[src/rtl/traffic_light_ctrl.sv]
// Two-way traffic light phase sequencer with 1 Hz prescaler; drives a BCD down-counter (cnt10).
// Define ALLRED_EN to insert all-red clearance phases (AR_A, AR_B) after each yellow.
module traffic_light_ctrl #(
  parameter int unsigned CLK_DIV  = 50_000_000,
  parameter logic [7:0]  GREEN_NS = 8'h30,
  parameter logic [7:0]  GREEN_EW = 8'h25,
  parameter logic [7:0]  YELLOW   = 8'h05,
  parameter logic [7:0]  ALL_RED  = 8'h02
) (
  input  logic       clk,
  input  logic       rst,
  input  logic       hold,
  input  logic       cnt_zero,
  output logic       cnt_en,
  output logic       cnt_load,
  output logic [7:0] cnt_data,
  output logic [2:0] ns_light,
  output logic [2:0] ew_light
);

  localparam int unsigned  DW      = $clog2(CLK_DIV);
  localparam logic [DW-1:0] DIV_MAX = DW'(CLK_DIV - 1);

  typedef enum logic [2:0] {
    INIT = 3'd0,
    NS_G = 3'd1,
    NS_Y = 3'd2,
    EW_G = 3'd3,
    EW_Y = 3'd4
`ifdef ALLRED_EN
    ,
    AR_A = 3'd5,
    AR_B = 3'd6
`endif
  } state_t;

  state_t        state, succ;
  logic          legal;
  logic [DW-1:0] div_cnt;
  logic          en_q;

`ifndef ALLRED_EN
  logic [7:0] unused_allred;
  assign unused_allred = ALL_RED;
`endif

  function automatic logic [7:0] dur(input state_t s);
    case (s)
      NS_G:       dur = GREEN_NS;
      EW_G:       dur = GREEN_EW;
      NS_Y, EW_Y: dur = YELLOW;
`ifdef ALLRED_EN
      AR_A, AR_B: dur = ALL_RED;
`endif
      default:    dur = 8'h00;
    endcase
  endfunction

  // {ns, ew}, each {red, yellow, green}
  function automatic logic [5:0] lamps(input state_t s);
    case (s)
      NS_G:    lamps = 6'b001_100;
      NS_Y:    lamps = 6'b010_100;
      EW_G:    lamps = 6'b100_001;
      EW_Y:    lamps = 6'b100_010;
      default: lamps = 6'b100_100;
    endcase
  endfunction

  // Prescaler: a lost tick under hold is not replayed, the divider simply pauses.
  always_ff @(posedge clk or posedge rst) begin
    if (rst) begin
      div_cnt <= '0;
      en_q    <= 1'b0;
    end else if (hold) begin
      en_q    <= 1'b0;
    end else begin
      en_q    <= (div_cnt == DIV_MAX);
      div_cnt <= (div_cnt == DIV_MAX) ? '0 : div_cnt + 1'b1;
    end
  end

  assign cnt_en = en_q & ~hold;

  always_comb begin
    legal = 1'b1;
    succ  = INIT;
    case (state)
      INIT: succ = NS_G;
      NS_G: succ = NS_Y;
      EW_G: succ = EW_Y;
`ifdef ALLRED_EN
      NS_Y: succ = AR_A;
      AR_A: succ = EW_G;
      EW_Y: succ = AR_B;
      AR_B: succ = NS_G;
`else
      NS_Y: succ = EW_G;
      EW_Y: succ = NS_G;
`endif
      default: legal = 1'b0;
    endcase
  end

  assign cnt_load = (state == INIT) | cnt_zero;
  assign cnt_data = dur(succ);

  // State and counter reload share the same edge, so lamps track the loaded phase.
  always_ff @(posedge clk or posedge rst) begin
    if (rst) begin
      state                <= INIT;
      {ns_light, ew_light} <= 6'b100_100;
    end else if (!legal) begin
      state                <= INIT;
      {ns_light, ew_light} <= lamps(INIT);
    end else if (cnt_en && cnt_load) begin
      state                <= succ;
      {ns_light, ew_light} <= lamps(succ);
    end
  end

endmodule

[config.mk]
export PLATFORM = sky130hd
export DESIGN_NAME = traffic_light_ctrl
export DESIGN_NICKNAME = d
export VERILOG_FILES = /design/src/rtl/traffic_light_ctrl.sv
export SDC_FILE = /design/constraint.sdc
export NUM_CORES = 1
export LEC_CHECK = 0
export ABC_CLOCK_PERIOD_IN_PS = 1900
export BUFFER_PORTS_ARGS = -buffer_cell sky130_fd_sc_hd__buf_2
export CAP_MARGIN = 20
export CORE_MARGIN = 3
export CORE_UTILIZATION = 55
export DETAILED_ROUTE_END_ITERATION = 6
export HOLD_SLACK_MARGIN = 0.08
export PLACE_DENSITY_LB_ADDON = 0.1
export SKIP_CTS_REPAIR_TIMING = 1
export SLEW_MARGIN = 40
export SYNTH_ARGS = -nofsm -noshare
export SYNTH_HDL_FRONTEND = slang
export SYNTH_SLANG_ARGS = --single-unit
export TNS_END_PERCENT = 100
[constraint.sdc]
create_clock -name clk -period 1.9 [get_ports clk]
set_input_delay 0.38 -clock clk [delete_from_list [all_inputs] [get_ports clk]]
set_output_delay 0.38 -clock clk [all_outputs]
set_load 0.005 [all_outputs]
After elaboration in Yosys (flattened, before gate mapping)
Index checks and enable logic that the tools add are counted.
Operators by class
  add/subtract/negate cells: 1
  eq/ne operators: 10
  multiplexer cells: 12
  bitwise logic cells: 3
  reductions and logical operators: 5
Operators by type and width (number)
  $add A26 B1 Y26 const B: 1
  $eq A26 B26 Y1 const B: 1
  $mux W26: 1
  $pmux W6 S4: 1
  $mux W3: 6
  $pmux W6 S3: 1
  $eq A3 B2 Y1 const B: 4
  $pmux W3 S4: 1
  $eq A3 B1 Y1 const B: 2
  $eq A3 B3 Y1 const B: 2
  $reduce_or A5 Y1: 1
  $reduce_or A2 Y1: 2
  $logic_not A3 Y1: 1
  $mux W1: 2
  $ne A2 B1 Y1 const B: 1
  $and A1 B1 Y1: 1
  $logic_and A1 B1 Y1: 1
  $not A1 Y1: 1
  $or A1 B1 Y1: 1
Word-level totals
  register bits: 36
  bits of input ports: 4
  output and inout bits: 16

Longest topological paths before layout
  depth after elaboration: 7
  depth in mapped cells: 7
  mapped depth without buffers: 5

Worst setup path before layout
No wires, ideal clock.
  kind: reg-to-reg
  start: reg div_cnt[0]
  end: reg div_cnt[20]
  setup time: 77 ps
  data arrival time: 1557 ps
  required time: 1823 ps
  setup slack: 266 ps
  stages on the path, launching flop included: 7
  path buffers: 1
  clock period less this slack: 1634 ps
  cells stage by stage: dfrtp_1 -> ha_1 -> and3b_1 -> buf_2 -> nand4_4 -> or4_1 -> a21oi_1
On the way
  cells in the longest elaborated chain, start to end: 2
  elaborated cells between the ends (all ways): 3
  classes of those cells: add/sub: 1; eq/ne: 1; mux: 1
Ends and longest elaborated chain
  from (decl): RTL line 39  | logic [DW-1:0] div_cnt;
  from (signal assigned): RTL line 79  | div_cnt <= (div_cnt == DIV_MAX) ? '0 : div_cnt + 1'b1;
  $add A26 B1 Y26 / $eq A26 B26 Y1 (equally long branches): RTL line 79
  $mux W26 (*): RTL line 79
Every way passes the cells marked *; elsewhere a longest branch is shown, timed or not.
A chain may end at the register's enable or synchronous reset.

Worst setup path after layout
  start: reg state[0]
  end: out cnt_data[2]
On the way
  cells in the longest elaborated chain, start to end: 6
  elaborated cells between the ends (all ways): 13
  classes of those cells: eq/ne: 8; mux: 2; reduce/logical: 3
Ends and longest elaborated chain
  from (decl): RTL line 37  | state_t state, succ;
  from (signal assigned): RTL line 117  | state <= succ;
  $eq A3 B3 Y1 / $logic_not A3 Y1 (equally long branches): RTL line 88  | case (state)
  $reduce_or A2 Y1 (no source line)
  $pmux W3 S4 (*): RTL line 88
  $eq A3 B3 Y1 / $eq A3 B2 Y1 (equally long branches): RTL line 48  | case (s)
  $reduce_or A2 Y1: RTL line 48
  $pmux W6 S3 (*): RTL line 48
  to (decl): RTL line 16  | output logic [7:0] cnt_data,
Marked as above.

==> results.txt <==
----------------------------------------------------
[Die]
  Area of the die ... 4270 um^2
  Initial Utilization ... 60.5%
  Die height ... 65.4 um
  Die outline width ... 65.4 um
  Ports ... 20
  Area of the core ... 3200 um^2
  Core Rows ... 20

[Logic synthesis]
  Avg Synthesized Cell Area ... 9.69 um^2
  Post-synth design cell area ... 1940 um^2
  Cells after Synth ... 200
  Async set-reset flop share out of synthesis ... 100%
  Seq/Total Area, Yosys ... 46.6%
  Synthesis warning total ... 0
  Dominant register cell in the synthesized netlist ... sky130_fd_sc_hd__dfrtp_1
  Synthesis-stage register bit count ... 36
  Count of cell types in the netlist ... 47
  Number of enable flip-flop cells after synthesis ... 0

[Routing]
  Residual DRC count ... 0
  Number of vias per cell ... 5.86
  Detailed router's first-iteration violation count ... 96
  DR WL/cell ... 14.4 um
  First drt pass iteration count ... 4
  Aggregate routed wire length ... 3.87 mm
  Count of antenna-violating nets left after detailed routing ... 0
  Total number of vias ... 1,571

[Timing]
  Unrepaired setup endpoints after global routing ... no
  # setup viols final ... 0
  Min cycle time layout ... 1.77 ns
  Highest clock rate ... 565 MHz
  Final critical-path share of the clock period ... 93.1%
  Smallest hold slack ... 0.126 ns
  Max Slew Vio Count ... 0
  Worst clock skew ... 0.0113 ns
  Setup ws final ... 0.131 ns
  Hold Fails Final Rpt ... 0

[Layout]
  Footprint of the multi-input gates ... 938 um^2
  Synth-to-layout area growth ... 12.3%
  Design area ... 2180 um^2
  Antenna cell count ... 0
  Fraction of final layout cells sized beyond drive strength 1 ... 21.0%
  Fillcell total ... 260
  Fin nets ... 228
  Reg area ... 905 um^2

[Global route]
  Largest net degree at the start of global routing ... 37
  Number of global-route vias before repair ... 1,499
  Wire length of the first global-routing pass ... 6.76 mm
  Remaining global-route overflow ... 0
  Number of antenna violations at the first check in global routing ... 0
  Global router's overall resource usage ... 20.6%

[Clock network]
  CTS Root Cell ... sky130_fd_sc_hd__clkbuf_4
  Number of buffers inserted during clock tree synthesis ... 5
  Clk_lat worst skew ... 0.34 ns
  Number of clock sinks ... 36
  CTS tree ... done
  Deepest clock path buffer count ... 2
  Clock-pin transition on the worst setup and hold timing paths ... 0.11 ns
  H-tree depth reported by CTS ... 2

[Worst setup path]
  Top Family by Delay on Critical Path ... flip-flops
  Data arrival time of the worst path ... 1.39 ns
  Worst setup path category ... reg -> out
  Reg2reg path depth ... 5
  Endpoint required time on the critical path ... 1.52 ns
  Crit path buf inv count ... 2
  Stages on the worst setup path ... 4
  Critical path capture point type ... output pin
  Crit-path slowest cell ... sky130_fd_sc_hd__dfrtp_2
  Longest individual stage delay on the worst path ... 0.47 ns
  Chain of cells forming the critical path ... or2_4 > inv_2 > nor2_1 > buf_2
  Startpoint class of the critical path ... flip-flop
  Max Fanout on Critical Path ... 7

[Outcome]
  Outcome ... completed

[Power]
  Power consumption ... 1.61 mW
  Internal Power ... 1.20 mW
  Part of the total power dissipated in sequential elements ... 56.3%
  Leakage ... 1.01 nW
  Switching pwr ... 0.408 mW
  Portion of total power attributed to combinational logic ... 11.4%
  Power density relative to cell area ... 741 nW/um^2
  Clock network power share ... 32.3%
  Share of total power consumed by net switching ... 25.3%
  VDD IR-drop max ... 0.382 mV

[Job]
  # Max-Cap Violations ... 0

[Place]
  Placed Instance Area ... 2060 um^2
  Port Buffer Count ... 15
  Worst-case setup slack after placement ... 0.0857 ns
  Placer Congestion ... 0.811
  Sum of net half-perimeters after detailed placement ... 2.82 mm

[Min path]
  Hold/Removal Path Class ... in -> async

----------------------------------------------------
==> cell families after synthesis <==
group	share of synthesized area, %
flip-flops	46.6
adder cells (fa/ha/maj)	1.16
AO/OA/AOI/OAI	13.9
buffers and inverters	6.20
other	0.193
XOR/XNOR	7.23
AND/OR/NAND/NOR	23.6
multiplexers	1.10
==> layout make-up <==
type                    instances  area share, %
clock buffers                   6           1.90
clock inverters                 2           1.61
inverters                       8           1.38
multi-input cells             144           43.1
flip-flops and latches         36           41.6
well taps                      44           2.53
repair buffers                 28           7.93
==> worst reg2reg max path, delay by kind of cell (launching register included) <==
| family | cells | cell delay [ns] |
|---|---|---|
| and+or+nand+nor | 3 | 0.91 |
| DFF | 1 | 0.41 |
| adders and majority gates | 1 | 0.19 |
| AOI/OAI and AO/OA | 1 | 0.17 |
==> synth_stat cells, types with 2 or more instances <==
library cell / count / share of area [%]
sky130_fd_sc_hd__dfrtp_1: 34 / 44
sky130_fd_sc_hd__nand2_1: 15 / 2.9
sky130_fd_sc_hd__a21oi_1: 13 / 3.4
sky130_fd_sc_hd__nand3_1: 11 / 2.8
sky130_fd_sc_hd__nor2_1: 11 / 2.1
sky130_fd_sc_hd__o21ai_0: 11 / 2.8
sky130_fd_sc_hd__xnor2_1: 9 / 4.1
sky130_fd_sc_hd__inv_1: 8 / 1.5
sky130_fd_sc_hd__o31ai_1: 7 / 2.7
sky130_fd_sc_hd__xor2_1: 7 / 3.2
sky130_fd_sc_hd__buf_4: 6 / 2.3
sky130_fd_sc_hd__clkbuf_1: 5 / 0.97
sky130_fd_sc_hd__or4_1: 5 / 1.9
sky130_fd_sc_hd__and4_1: 4 / 1.8
sky130_fd_sc_hd__nand4_1: 4 / 1.3
sky130_fd_sc_hd__nor3_1: 4 / 1.0
sky130_fd_sc_hd__buf_2: 3 / 0.77
sky130_fd_sc_hd__nand2b_1: 3 / 0.97
sky130_fd_sc_hd__or3_1: 3 / 0.97
sky130_fd_sc_hd__and3b_1: 2 / 0.90
sky130_fd_sc_hd__dfstp_2: 2 / 2.7
sky130_fd_sc_hd__nor2b_1: 2 / 0.65
sky130_fd_sc_hd__nor4_1: 2 / 0.65
sky130_fd_sc_hd__nor4b_1: 2 / 0.90
sky130_fd_sc_hd__o211ai_1: 2 / 0.77
sky130_fd_sc_hd__o22a_1: 2 / 0.90
sky130_fd_sc_hd__o22ai_1: 2 / 0.65
sky130_fd_sc_hd__or2_2: 2 / 0.65
==> power groups by stage <==
stage	Sequential, mW	Clock, mW	Combinational, mW
finish	0.908	0.520	0.184
global route	0.921	0.587	0.217
CTS	0.908	0.535	0.186
detailed placement	0.924	0	0.184
global placement	0.917	0	0.169
floorplan	0.906	0	0.153
==> cell usage in the layout, fill, tap and decap left out, drive strengths merged, types with 2 or more instances in the layout <==
master,Yosys,final
a21oi,13,13
and3b,2,2
and4,4,4
buf,10,28
clkbuf,5,6
conb,1,4
dfrtp,34,34
dfstp,2,2
inv,8,8
nand2,15,15
nand2b,3,3
nand3,11,11
nand4,6,6
nor2,11,11
nor2b,2,2
nor3,5,5
nor4,2,2
nor4b,2,2
o211ai,2,2
o21ai,11,11
o22a,2,2
o22ai,2,2
o31ai,7,7
or2,3,3
or3,3,3
or4,5,5
xnor2,9,9
xor2,7,7
==> sequential cells by signal (all words and copies together), names as in the netlist <==
| name | count |
|---|---|
| ew_light | 3 |
| en_q | 1 |
| state | 3 |
| ns_light | 3 |
| div_cnt | 26 |
==> stage by stage <==
stage	util (%)	setup TNS [ns]	cells
6_report	68.0	0	268
5_1_grt	68.0	0	268
4_1_cts	66.8	-0.227	265
3_5_place_dp	64.5	0	257
3_3_place_gp	64.5	0	257
2_1_floorplan	-	0	203
==> path summary, 6_finish.rpt <==
kind,from,end,slack (ns)
hold reg to reg,div_cnt[6]$_DFFE_PP0N_,div_cnt[6]$_DFFE_PP0N_,0.48
min in group clk,cnt_zero,state[0]$_DFFE_PP0P_,0.42
setup / recovery,state[0]$_DFFE_PP0P_,cnt_data[2],0.13
max in group asynchronous,rst,ns_light[2]$_DFFE_PP1P_,1.43
hold / removal,rst,div_cnt[5]$_DFFE_PP0N_,0.13
setup reg to reg,div_cnt[0]$_DFFE_PP0N_,div_cnt[20]$_DFFE_PP0N_,0.15
==> metal layers <==
metal  track usage [%]  up-vias  routed length, um
met3              5.64       11                177
met1              24.8      756               1700
met4              8.81        0                 89
met2              34.5       48               1910
met5                 0        -                  0
li1                  -      756                  -
Power figures use the tool's default switching activity.
